## config.mk

```make
export PLATFORM = sky130hd
export DESIGN_NAME = imem_program_sequencer
export DESIGN_NICKNAME = d
export VERILOG_FILES = /design/src/rtl/imem_seq_pkg.sv /design/src/rtl/imem_seq_prog_mem.sv /design/src/rtl/imem_program_sequencer.sv
export SDC_FILE = /design/constraint.sdc
export NUM_CORES = 1
export LEC_CHECK = 0
export BUFFER_PORTS_ARGS = -buffer_cell sky130_fd_sc_hd__buf_2
export CELL_PAD_IN_SITES_DETAIL_PLACEMENT = 1
export CELL_PAD_IN_SITES_GLOBAL_PLACEMENT = 2
export CORE_MARGIN = 2
export CORE_UTILIZATION = 48
export CTS_CLUSTER_DIAMETER = 30
export DETAILED_ROUTE_END_ITERATION = 6
export PLACE_DENSITY_LB_ADDON = 0.1
export SYNTH_ARGS = -nofsm -noshare
export SYNTH_HDL_FRONTEND = slang
export SYNTH_SLANG_ARGS = --single-unit
```

## constraint.sdc

```tcl
create_clock -name clk -period 4.5 [get_ports clk]
set_input_delay 0.9 -clock clk [delete_from_list [all_inputs] [get_ports clk]]
set_output_delay 0.9 -clock clk [all_outputs]
set_load 0.02 [all_outputs]
```

## src/rtl/imem_seq_pkg.sv

```systemverilog
// Shared types and constants for the instruction-memory program sequencer.
package imem_seq_pkg;

    typedef enum logic [1:0] {
        ST_IDLE  = 2'd0,
        ST_ISSUE = 2'd1,
        ST_DRAIN = 2'd2,
        ST_DONE  = 2'd3
    } seq_state_t;

    // addi x0, x0, 0
    localparam logic [31:0] NOP_WORD = 32'h00000013;

    // Index and length widths for the default 16-entry program store.
    localparam int unsigned IDX_W_DEFAULT = 4;
    localparam int unsigned LEN_W_DEFAULT = 5;

    function automatic int unsigned idx_width(input int unsigned depth);
        return (depth < 2) ? 1 : $clog2(depth);
    endfunction

    // One extra bit so a full-depth program length is representable.
    function automatic int unsigned len_width(input int unsigned depth);
        return idx_width(depth) + 1;
    endfunction

endpackage

```

## src/rtl/imem_seq_prog_mem.sv

```systemverilog
// Program store: synchronous write, combinational read. Write gating lives in the parent.
module imem_seq_prog_mem
    import imem_seq_pkg::*;
#(
    parameter int unsigned DEPTH     = 16,
    parameter int unsigned WORD_SIZE = 32
) (
    input  logic                        clk,
    input  logic                        we,
    input  logic [idx_width(DEPTH)-1:0] waddr,
    input  logic [WORD_SIZE-1:0]        wdata,
    input  logic [idx_width(DEPTH)-1:0] raddr,
    output logic [WORD_SIZE-1:0]        rdata
);

    logic [WORD_SIZE-1:0] mem [DEPTH];

    // Write port; contents deliberately survive reset.
    always_ff @(posedge clk) begin
        if (we) begin
            mem[waddr] <= wdata;
        end
    end

    assign rdata = mem[raddr];

endmodule

```

## src/rtl/imem_program_sequencer.sv

```systemverilog
// Handshaked program issue engine feeding the core's imem_resp port, followed by a
// NOP drain. Optional replay of the program is enabled by defining IMEM_SEQ_LOOP_EN.
module imem_program_sequencer
    import imem_seq_pkg::*;
#(
    parameter int unsigned           DEPTH        = 16,
    parameter int unsigned           WORD_SIZE    = 32,
    parameter int unsigned           DRAIN_CYCLES = 5,
    parameter logic [WORD_SIZE-1:0]  NOP_INSTR    = WORD_SIZE'(NOP_WORD)
) (
    input  logic                        clk,
    input  logic                        reset,
    input  logic                        prog_we,
    input  logic [idx_width(DEPTH)-1:0] prog_addr,
    input  logic [WORD_SIZE-1:0]        prog_data,
    input  logic [len_width(DEPTH)-1:0] prog_len,
    input  logic                        start,
`ifdef IMEM_SEQ_LOOP_EN
    input  logic [7:0]                  loop_count,
    output logic [7:0]                  pass_idx,
`endif
    input  logic                        imem_resp_ready,
    output logic                        imem_resp_valid,
    output logic [WORD_SIZE-1:0]        imem_resp_bits_data,
    output logic                        busy,
    output logic                        done,
    output logic [idx_width(DEPTH)-1:0] pc_idx,
    output logic [15:0]                 issued_count
);

    localparam int unsigned IW  = idx_width(DEPTH);
    localparam int unsigned LW  = len_width(DEPTH);
    localparam int unsigned DCW = (DRAIN_CYCLES < 2) ? 1 : $clog2(DRAIN_CYCLES + 1);
    localparam logic [DCW-1:0] DRAIN_LAST = DCW'((DRAIN_CYCLES == 0) ? 0 : DRAIN_CYCLES - 1);
    localparam logic [LW-1:0]  LEN_MAX    = LW'(DEPTH);

    seq_state_t           state, state_next;
    logic [LW-1:0]        len;
    logic [LW-1:0]        len_clamped;
    logic [DCW-1:0]       drain_cnt;
    logic [WORD_SIZE-1:0] mem_rdata;
    logic                 mem_we;
    logic                 idle_like;
    logic                 xfer;
    logic                 last_word;
    logic                 wrap;

    assign idle_like   = (state == ST_IDLE) || (state == ST_DONE);
    assign mem_we      = prog_we && idle_like;
    assign xfer        = imem_resp_valid && imem_resp_ready;
    assign last_word   = ({1'b0, pc_idx} == (len - LW'(1)));
    assign len_clamped = (prog_len > LEN_MAX) ? LEN_MAX : prog_len;

`ifdef IMEM_SEQ_LOOP_EN
    logic [7:0] loops_left;
    assign wrap = (loops_left != 8'd0);
`else
    assign wrap = 1'b0;
`endif

    imem_seq_prog_mem #(
        .DEPTH     (DEPTH),
        .WORD_SIZE (WORD_SIZE)
    ) u_prog_mem (
        .clk   (clk),
        .we    (mem_we),
        .waddr (prog_addr),
        .wdata (prog_data),
        .raddr (pc_idx),
        .rdata (mem_rdata)
    );

    // State register.
    always_ff @(posedge clk) begin
        if (!reset) begin
            state <= ST_IDLE;
        end else begin
            state <= state_next;
        end
    end

    // Next-state selection.
    always_comb begin
        state_next = state;
        case (state)
            ST_IDLE, ST_DONE: begin
                if (start) begin
                    state_next = (prog_len == '0) ? ST_DRAIN : ST_ISSUE;
                end
            end
            ST_ISSUE: begin
                if (xfer && last_word && !wrap) begin
                    state_next = ST_DRAIN;
                end
            end
            ST_DRAIN: begin
                if (DRAIN_CYCLES == 0) begin
                    state_next = ST_DONE;
                end else if (xfer && (drain_cnt == DRAIN_LAST)) begin
                    state_next = ST_DONE;
                end
            end
            default: state_next = ST_IDLE;
        endcase
    end

    // Port-facing outputs decoded from state. With no drain configured, valid stays
    // low for the single pass-through DRAIN cycle so no phantom transfer is counted.
    always_comb begin
        imem_resp_valid     = 1'b0;
        imem_resp_bits_data = NOP_INSTR;
        busy                = 1'b0;
        done                = 1'b0;
        case (state)
            ST_ISSUE: begin
                imem_resp_valid     = 1'b1;
                imem_resp_bits_data = mem_rdata;
                busy                = 1'b1;
            end
            ST_DRAIN: begin
                imem_resp_valid = (DRAIN_CYCLES != 0);
                busy            = 1'b1;
            end
            ST_DONE: begin
                done = 1'b1;
            end
            default: ;
        endcase
    end

    // Program index, drain progress, pass tracking and the saturating transfer count.
    always_ff @(posedge clk) begin
        if (!reset) begin
            pc_idx       <= '0;
            len          <= '0;
            drain_cnt    <= '0;
            issued_count <= '0;
`ifdef IMEM_SEQ_LOOP_EN
            loops_left   <= '0;
            pass_idx     <= '0;
`endif
        end else begin
            case (state)
                ST_IDLE, ST_DONE: begin
                    if (start) begin
                        len          <= len_clamped;
                        pc_idx       <= '0;
                        drain_cnt    <= '0;
                        issued_count <= '0;
`ifdef IMEM_SEQ_LOOP_EN
                        loops_left   <= loop_count;
                        pass_idx     <= '0;
`endif
                    end
                end
                ST_ISSUE: begin
                    if (xfer) begin
                        if (last_word) begin
                            pc_idx <= '0;
`ifdef IMEM_SEQ_LOOP_EN
                            if (wrap) begin
                                loops_left <= loops_left - 8'd1;
                                pass_idx   <= pass_idx + 8'd1;
                            end
`endif
                        end else begin
                            pc_idx <= pc_idx + IW'(1);
                        end
                    end
                end
                ST_DRAIN: begin
                    if (xfer) begin
                        drain_cnt <= drain_cnt + DCW'(1);
                    end
                end
                default: ;
            endcase
            if (xfer && (issued_count != 16'hFFFF)) begin
                issued_count <= issued_count + 16'd1;
            end
        end
    end

endmodule
```

### Yosys cells after proc, flatten, opt, wreduce, memory -nomap -nowiden

Memories as Yosys holds them, arrays and structs flattened. A register that Yosys moved wholly into a read port is not among the register bits.
Index checks and enable logic that the tools add are counted.

| word-level totals | value |
|---|---|
| memory bits (writable) | 512 |
| output and inout port bits | 55 |
| memories kept | 1 |
| flip-flop bits (word level) | 30 |
| input bits | 46 |

| cells by class | value |
|---|---|
| order comparisons | 1 |
| reduce and logical (&&, ||, !) cells | 19 |
| $add $sub $neg | 4 |
| eq/ne operators | 11 |
| mux-type cells | 23 |

Memories:

| name | depth | width | rd ports | clocked after Yosys merged registers in | wr ports | line | RTL |
|---|---|---|---|---|---|---|---|
| u_prog_mem.mem | 16 | 32 | 1 | 1 | 1 | imem_seq_prog_mem.sv:16 | `logic [WORD_SIZE-1:0] mem [DEPTH];` |

Operators by type and width:

| operator | number |
|---|---|
| 16-bit two-way mux | 3 |
| 32-bit two-way mux | 1 |
| 4-bit two-way mux | 5 |
| 16-bit by 1-bit adder with 16-bit output (second input constant) | 1 |
| 16-bit inequality test (second input constant) | 1 |
| 2-bit inequality test (second input constant) | 5 |
| 3-bit AND reduction | 3 |
| 2-bit two-way mux | 4 |
| 4-bit one-hot mux with 2 select lines | 1 |
| 2-bit nonzero test | 4 |
| 3-bit two-way mux | 2 |
| 2-bit one-hot mux with 3 select lines | 1 |
| 3-bit one-hot mux with 2 select lines | 1 |
| 4-bit by 5-bit equality test with 1-bit output | 1 |
| 5-bit greater-than comparator (second input constant) | 1 |
| 1-bit logical AND | 5 |
| 5-bit zero test | 1 |
| 5-bit two-way mux | 1 |
| 5-bit by 1-bit subtractor with 5-bit output (second input constant) | 1 |
| 4-bit by 1-bit adder with 4-bit output (second input constant) | 1 |
| 2-bit equality test (second input constant) | 2 |
| 1-bit two-way mux | 4 |
| 2-bit AND reduction | 2 |
| 2-bit OR reduction | 2 |
| 5 further kinds | 5 |

### Depth between registers and ports, before layout

Gate-level depths: netlist of the first run.

| logic depth | value |
|---|---|
| word-level depth | 8 |
| depth in mapped cells | 8 |

### Modules after synthesis

Synthesis of the first run repeated with hierarchy kept, for this count alone.

| second synthesis, totals | value |
|---|---|
| cells, all modules | 1045 |
| area, all modules | 21146.5 um^2 |

By module, submodules not included:

| module | cells each | area an instance (um^2) | times used | sequential area each (um^2) |
|---|---|---|---|---|
| imem_seq_prog_mem | 806 | 19194.7 | 1 | 15374.7 |
| imem_program_sequencer | 239 | 1951.9 | 1 | 600.6 |

### Least setup slack after synthesis of the first run

Ideal clock, no wire load.

| timing path | value |
|---|---|
| kind | reg2reg |
| from | reg state[0] |
| to | mem u_prog_mem.mem[0][0], enable pin |
| library setup time | 0.461 ns |
| path buffers | 1 |
| clock period less this slack | 4.094 ns |
| cell stages (with the launch flop) | 7 |
| path slack | 0.406 ns |
| data arrival time | 3.633 ns |
| data required time | 4.039 ns |
| cells stage by stage | dfxtp_1 inv_1 ha_1 clkbuf_1 nand2_1 or3_1 nor3_1 |

| on the way | value |
|---|---|
| longest elaborated chain between the ends | 5 |
| elaborated cells between the ends (all ways) | 6 |

RTL lines:

| element | line | RTL |
|---|---|---|
| start: declaration | imem_program_sequencer.sv:37 | `seq_state_t state, state_next;` |
| start signal: assignment | imem_program_sequencer.sv:78 | `state <= state_next;` |
| 2-bit equality test or 2-bit zero test (tied branches) | imem_program_sequencer.sv:48 | `assign idle_like = (state == ST_IDLE) \|\| (state == ST_DONE);` |
| 1-bit logical OR (*) | imem_program_sequencer.sv:48 |  |
| 1-bit logical AND (*) | imem_program_sequencer.sv:49 | `assign mem_we = prog_we && idle_like;` |
| 1-bit two-way mux (*) | imem_seq_prog_mem.sv:20 | `if (we) begin` |
| 1-bit two-way mux (implied by the code) (*) | imem_seq_prog_mem.sv:21 | `mem[waddr] <= wdata;` |
| end: declaration | imem_seq_prog_mem.sv:16 |  |

Mark *: on every way between the ends. The rest lies on a longest branch, timed or not.

==> impl_metrics.env, run 1 <==
export IMPL_grt_pass1_vias=11900
export IMPL_cts_tree="yes"
export IMPL_cp_required_ns=3.60
export IMPL_regToRegSetupSlack_ns=1.63
export IMPL_cp_cell_sequence="buf_4, mux4_1, mux4_2, and2_1, buf_2"
export IMPL_fillerInstances=3759
export IMPL_initial_utilization=0.486
export IMPL_outcome="finished clean"
export IMPL_maxSlewHeadroom=0.268
export IMPL_areaGrowthSynthToFinish_pct=24.7
export IMPL_overflow=0
export IMPL_cp_buffers_inverters=2
export IMPL_slowest_stage="dfxtp_4"
export IMPL_synth_cells=992
export IMPL_power_density_nw_per_um2=567
export IMPL_timing_final_max_slew_violations=0
export IMPL_rows=77
export IMPL_min_delay_start="len[4]"
export IMPL_numCtsBuffers=113
export IMPL_tns_ns=0
export IMPL_finalPower_mw=15.2
export IMPL_core_area_um2=44100
export IMPL_dp_hpwl_um=26300
export IMPL_worstSkewPairLatency_ns=0.63
export IMPL_cts_sinks=546
export IMPL_yosysSeqAreaShare=0.748
export IMPL_die_h_um=215
export IMPL_synth_edf_count=512
export IMPL_grt_max_degree=42
export IMPL_rsz0062_at_grt="no"
export IMPL_post_cts_buffers=0
export IMPL_cts_htree_levels=3
export IMPL_seq_power_share=0.381
export IMPL_min_period_over_period=0.868
export IMPL_worstSetupPathType="reg -> out"
export IMPL_grt_pass1_wl_um=76800
export IMPL_pwr_share_clk=0.549
export IMPL_hold_buffers=0
export IMPL_die_x_um=215
export IMPL_slowest_delay_ns=0.72
export IMPL_wl_per_cell_um=27.0
export IMPL_synth_warnings=0
export IMPL_crit_reg2reg_capture="u_prog_mem.mem[6][26]"
export IMPL_period_minus_slack_ns=3.91
export IMPL_path_delay_family="multiplexers"
export IMPL_hold_viol_final=0
export IMPL_drive_gt1_frac=0.369
export IMPL_fin_nets=1245
export IMPL_syn_avg_cell_area_um2=21.6
export IMPL_p_leak_nw=8.77
export IMPL_maxCapViolations=0
export IMPL_ys_ff_latch=546
export IMPL_worstReg2RegStart="state[0]"
export IMPL_drt_drc_violations_left=0
export IMPL_worstRegToRegCells=5
export IMPL_final_setup_skew_ns=0.0234
export IMPL_met2_length_um=25900
export IMPL_drt_vias_per_instance=5.74
export IMPL_crit_path_start_kind="register"
export IMPL_antenna_found_initial=2
export IMPL_ios=101
export IMPL_setup_violations=0
export IMPL_whs_path_depth=2
export IMPL_vias=10800
export IMPL_hold_path_class="reg -> reg"
export IMPL_multi_input_area_um2=5190
export IMPL_fmax_ghz=0.256
export IMPL_synthFlopType="edfxtp_1"
export IMPL_post_cts_resized=0
export IMPL_power_share_switching=0.226
export IMPL_drt_initial_drc_count=999
export IMPL_root_buffer="clkbuf_16"
export IMPL_detail_route_first_pass_iterations=5
export IMPL_syn_area_um2=21500
export IMPL_seq_area_um2=16100
export IMPL_holdPathEnd="len[4]"
export IMPL_clock_path_buffers=3
export IMPL_ir_worst_vdd_mv=0.325
export IMPL_met3WireLength_um=2460
export IMPL_top_layer="met5"
export IMPL_port_buffers=100
export IMPL_ys_types=50
export IMPL_finalWirelength_um=50800
export IMPL_gp_congestion=0.738
export IMPL_wl_met1_um=21600
export IMPL_grt_use_total=0.227
export IMPL_crit_arrival_ns=3.01
export IMPL_p_comb_frac=0.070
export IMPL_worstSetupEndpointType="output pin"
export IMPL_internal_power_mw=11.7
export IMPL_path_clk_slew_ns=0.05
export IMPL_async_flop_share=0
export IMPL_path_max_fanout=32
export IMPL_power_switching_mw=3.42
export IMPL_worst_slew_pin_slew_ns=1.10
export IMPL_die_area_um2=46400
export IMPL_syn_num_nets=1046
export IMPL_ant_nets=0
## cells in the mapped netlist, drive strengths merged, types with 5 or more instances
cell | count | share of area
edfxtp | 512 | 0.72
mux4 | 160 | 0.17
nor2 | 35 | 0.0061
dfxtp | 34 | 0.032
and2 | 30 | 0.0087
nand2 | 26 | 0.0045
buf | 24 | 0.0097
clkbuf | 21 | 0.0037
nand3 | 17 | 0.0040
a21oi | 13 | 0.0030
nor3 | 13 | 0.0030
inv | 9 | 0.0016
ha | 8 | 0.0047
nand4 | 7 | 0.0020
a31oi | 6 | 0.0017
nand2b | 6 | 0.0017
and3 | 5 | 0.0015
nand4b | 5 | 0.0020
nor3b | 5 | 0.0017
xnor2 | 5 | 0.0020
## worst min-delay path: cells and delay by family (launching register included)
| kind | cells | cell delay [ns] |
|---|---|---|
| AO/OA/AOI/OAI | 1 | 0.05 |
| flip-flops | 1 | 0.33 |
| AND/OR/NAND/NOR | 1 | 0.07 |
## worst max-delay path by stage
stage,start,endpoint,slack [ns],cells past startpoint
2_1_floorplan,state[0],u_prog_mem.mem[0][0],0.41,6
3_3_place_gp,register,imem_resp_bits_data[1],1.25,5
3_5_place_dp,register,imem_resp_bits_data[25],1.22,5
4_1_cts,register,imem_resp_bits_data[11],0.53,5
5_1_grt,register,imem_resp_bits_data[11],0.46,5
6_report,register,imem_resp_bits_data[22],0.59,5
## layer usage
layer | vias to the layer above | GRT usage
li1 | 4662 | -
met1 | 5784 | 0.307
met2 | 298 | 0.378
met3 | 60 | 0.0419
met4 | 2 | 0.0745
met5 | - | 0
## layout make-up
class / count / area share
clock inverters: 88 / 0.0353
repair buffers: 129 / 0.0306
multi-input cells: 391 / 0.194
inverters: 10 / 0.00140
clock buffers: 125 / 0.111
well taps: 592 / 0.0277
diodes: 1 / 0.0000935
flip-flops and latches: 546 / 0.601
## kinds of logic after synthesis
| family | share of synthesized area |
|---|---|
| AO/OA/AOI/OAI | 0.0154 |
| flip-flops | 0.748 |
| adder cells (fa/ha/maj) | 0.00467 |
| XOR/XNOR | 0.00367 |
| AND/OR/NAND/NOR | 0.0405 |
| multiplexers | 0.172 |
| buffers and inverters | 0.0152 |
## registers in the layout, indices dropped and copies added, names as in the netlist, named ones only
register and count:
issued_count 16, state 2, drain_cnt 3, len 5
pc_idx 4, u_prog_mem.mem 512
## stage by stage
| step | worst slack (ns) | instance area [um2] | util | hold WS (ns) | instances |
|---|---|---|---|---|---|
| 3_3_place_gp | 1.25 | 22900 | 0.518 | 0.480 | 1668 |
| 4_1_cts | 0.525 | 26800 | 0.606 | 0.505 | 1881 |
| 2_1_floorplan | 0.406 | 21500 | - | 0.458 | 992 |
| 5_1_grt | 0.457 | 26800 | 0.606 | 0.534 | 1881 |
| 6_report | 0.593 | 26800 | 0.606 | 0.506 | 1882 |
| 3_5_place_dp | 1.22 | 22900 | 0.518 | 0.498 | 1668 |
## power groups by stage
| stage | sequential, mW | clock, mW | combinational (mW) |
|---|---|---|---|
| 2_1_floorplan | 5.85 | 0 | 0.702 |
| 3_3_place_gp | 5.85 | 0 | 1.06 |
| 3_5_place_dp | 5.86 | 0 | 1.08 |
| 4_1_cts | 5.77 | 8.46 | 1.09 |
| 5_1_grt | 5.78 | 8.70 | 1.15 |
| 6_report | 5.77 | 8.33 | 1.06 |
## cell usage in the layout (no fill, tap or decap), types with 9 or more instances in the layout
cell type and instances:
edfxtp_1 512, mux4_2 138, clkbuf_16 117, buf_2 100, dfxtp_1 30, and2_1 29, nand2_1 26, nor2_1 23
mux4_1 22, buf_4 21, clkinv_1 19, clkinvlp_4 19, nand3_1 17, bufinv_16 16, clkinv_4 16, clkinv_2 14
a21oi_1 13, nor2_4 12, inv_1 9, nor3_1 9
Note: power is estimated with default switching activity, not from simulation.
==> inputs of run 2 (changes only) <==
==> constraint.sdc (replaced) <==
create_clock -name clk -period 4.5 [get_ports clk]
set_input_delay 0.9 -clock clk [delete_from_list [all_inputs] [get_ports clk]]
set_output_delay 0.9 -clock clk [all_outputs]
set_load 0.005 [all_outputs]
==> impl_metrics.env, run 2 (synthesis results as in run 1) <==
export IMPL_drt_drc_violations_left=0
export IMPL_hold_buffers=0
export IMPL_p_leak_nw=8.80
export IMPL_hold_viol_final=0
export IMPL_seq_area_um2=16100
export IMPL_ant_nets=0
export IMPL_rsz0062_at_grt="no"
export IMPL_fillerInstances=3720
export IMPL_hold_path_class="reg -> reg"
export IMPL_worst_slew_pin_slew_ns=1.14
export IMPL_whs_ns=0.499
export IMPL_wl_per_cell_um=27.2
export IMPL_drt_initial_drc_count=855
export IMPL_die_area_um2=46400
export IMPL_root_buffer="clkbuf_16"
export IMPL_areaGrowthSynthToFinish_pct=24.7
export IMPL_worstSkewPairLatency_ns=0.64
export IMPL_finalWirelength_um=51300
export IMPL_setup_slack_ns=0.622
export IMPL_grt_pass1_vias=12000
export IMPL_numCtsBuffers=113
export IMPL_crit_path_start_kind="register"
export IMPL_layout_common_cells="edfxtp_1, mux4_2, clkbuf_16"
export IMPL_rows=77
export IMPL_clock_path_buffers=3
export IMPL_min_period_over_period=0.862
export IMPL_vias=11000
export IMPL_multi_input_area_um2=5190
export IMPL_pre_cts_ws_ns=1.26
export IMPL_cts_htree_levels=3
export IMPL_crit_reg2reg_capture="u_prog_mem.mem[1][8]"
export IMPL_port_buffers=100
export IMPL_regToRegSetupSlack_ns=1.49
export IMPL_final_common_cell="edfxtp_1"
export IMPL_dp_hpwl_um=26800
export IMPL_overflow=0
export IMPL_cts_tree="yes"
export IMPL_die_x_um=215
export IMPL_post_cts_resized=0
export IMPL_worstSetupPathType="reg -> out"
export IMPL_setup_violations=0
export IMPL_timing_final_max_slew_violations=0
export IMPL_gp_congestion=0.745
export IMPL_worstReg2RegStart="state[0]"
export IMPL_finalPower_mw=15.1
export IMPL_grt_max_degree=63
export IMPL_top_register="u_prog_mem.mem"
export IMPL_maxCapViolations=0
export IMPL_antenna_found_initial=3
export IMPL_ir_worst_vdd_mv=0.332
export IMPL_initial_utilization=0.486
export IMPL_whs_path_depth=2
export IMPL_grt_use_total=0.228
export IMPL_worstSetupEndpointType="output pin"
export IMPL_die_h_um=215
export IMPL_path_max_fanout=43
export IMPL_final_setup_skew_ns=0.0189
export IMPL_post_cts_buffers=0
export IMPL_path_clk_slew_ns=0.05
export IMPL_crit_arrival_ns=2.98
export IMPL_min_delay_start="len[4]"
export IMPL_holdPathEnd="len[4]"
export IMPL_maxSlewHeadroom=0.242
export IMPL_worstRegToRegCells=6
export IMPL_fin_nets=1248
export IMPL_tns_ns=0
export IMPL_drive_gt1_frac=0.366
export IMPL_core_area_um2=44100
export IMPL_ios=101
export IMPL_outcome="finished clean"
export IMPL_detail_route_first_pass_iterations=5
export IMPL_largest_reg_flops=512
export IMPL_cp_required_ns=3.60
export IMPL_fmax_ghz=0.258
export IMPL_grt_pass1_wl_um=77300
export IMPL_drt_vias_per_instance=5.83
export IMPL_period_minus_slack_ns=3.88
export IMPL_cts_sinks=546
export IMPL_reg_top3="u_prog_mem.mem x512, issued_count x16, len x5"
export IMPL_power_density_nw_per_um2=564
## run 2: worst max path at each step
stage / from / endpoint / slack, ns / depth (start not counted)
final: register / imem_resp_bits_data[21] / 0.62 / 5
after floorplan: state[0] / u_prog_mem.mem[0][0] / 0.41 / 6
after global placement: register / imem_resp_bits_data[28] / 1.27 / 5
after global routing: register / imem_resp_bits_data[21] / 0.48 / 5
after detailed placement: register / imem_resp_bits_data[30] / 1.26 / 5
after CTS: register / imem_resp_bits_data[30] / 0.55 / 5
## run 2: worst max-delay path: stages, from the launching register on
cell and delay (ns):
dfxtp_4 0.82, buf_4 0.34, mux4_1 0.32, mux4_2 0.50, and2_1 0.17, buf_2 0.13
## run 2: through the flow
step | utilization | cell area [um2] | std cells
2_1_floorplan | - | 21500 | 992
3_3_place_gp | 0.518 | 22900 | 1671
3_5_place_dp | 0.518 | 22900 | 1671
4_1_cts | 0.606 | 26700 | 1883
5_1_grt | 0.606 | 26700 | 1883
6_report | 0.606 | 26700 | 1884
## run 2: cell type report
type	instances	area share
sequential	546	0.601
multi-input combinational	391	0.194
clock buffer	130	0.109
clock inverter	82	0.0363
timing repair buffer	132	0.0310
tap	592	0.0277
inverter	10	0.00140
antenna	1	0.0000936
## run 2: layer usage
layer	vias up	GRT usage	wire length (um)
met5	-	0	11
met4	2	0.0807	1170
met3	87	0.0469	2730
met2	354	0.372	25300
met1	5897	0.309	22000
li1	4651	-	-
## run 2: power by group
| part | internal, mW | switching (mW) |
|---|---|---|
| clock | 5.66 | 2.69 |
| sequential | 5.71 | 0.0567 |
| combinational | 0.390 | 0.591 |
| total | 11.8 | 3.34 |
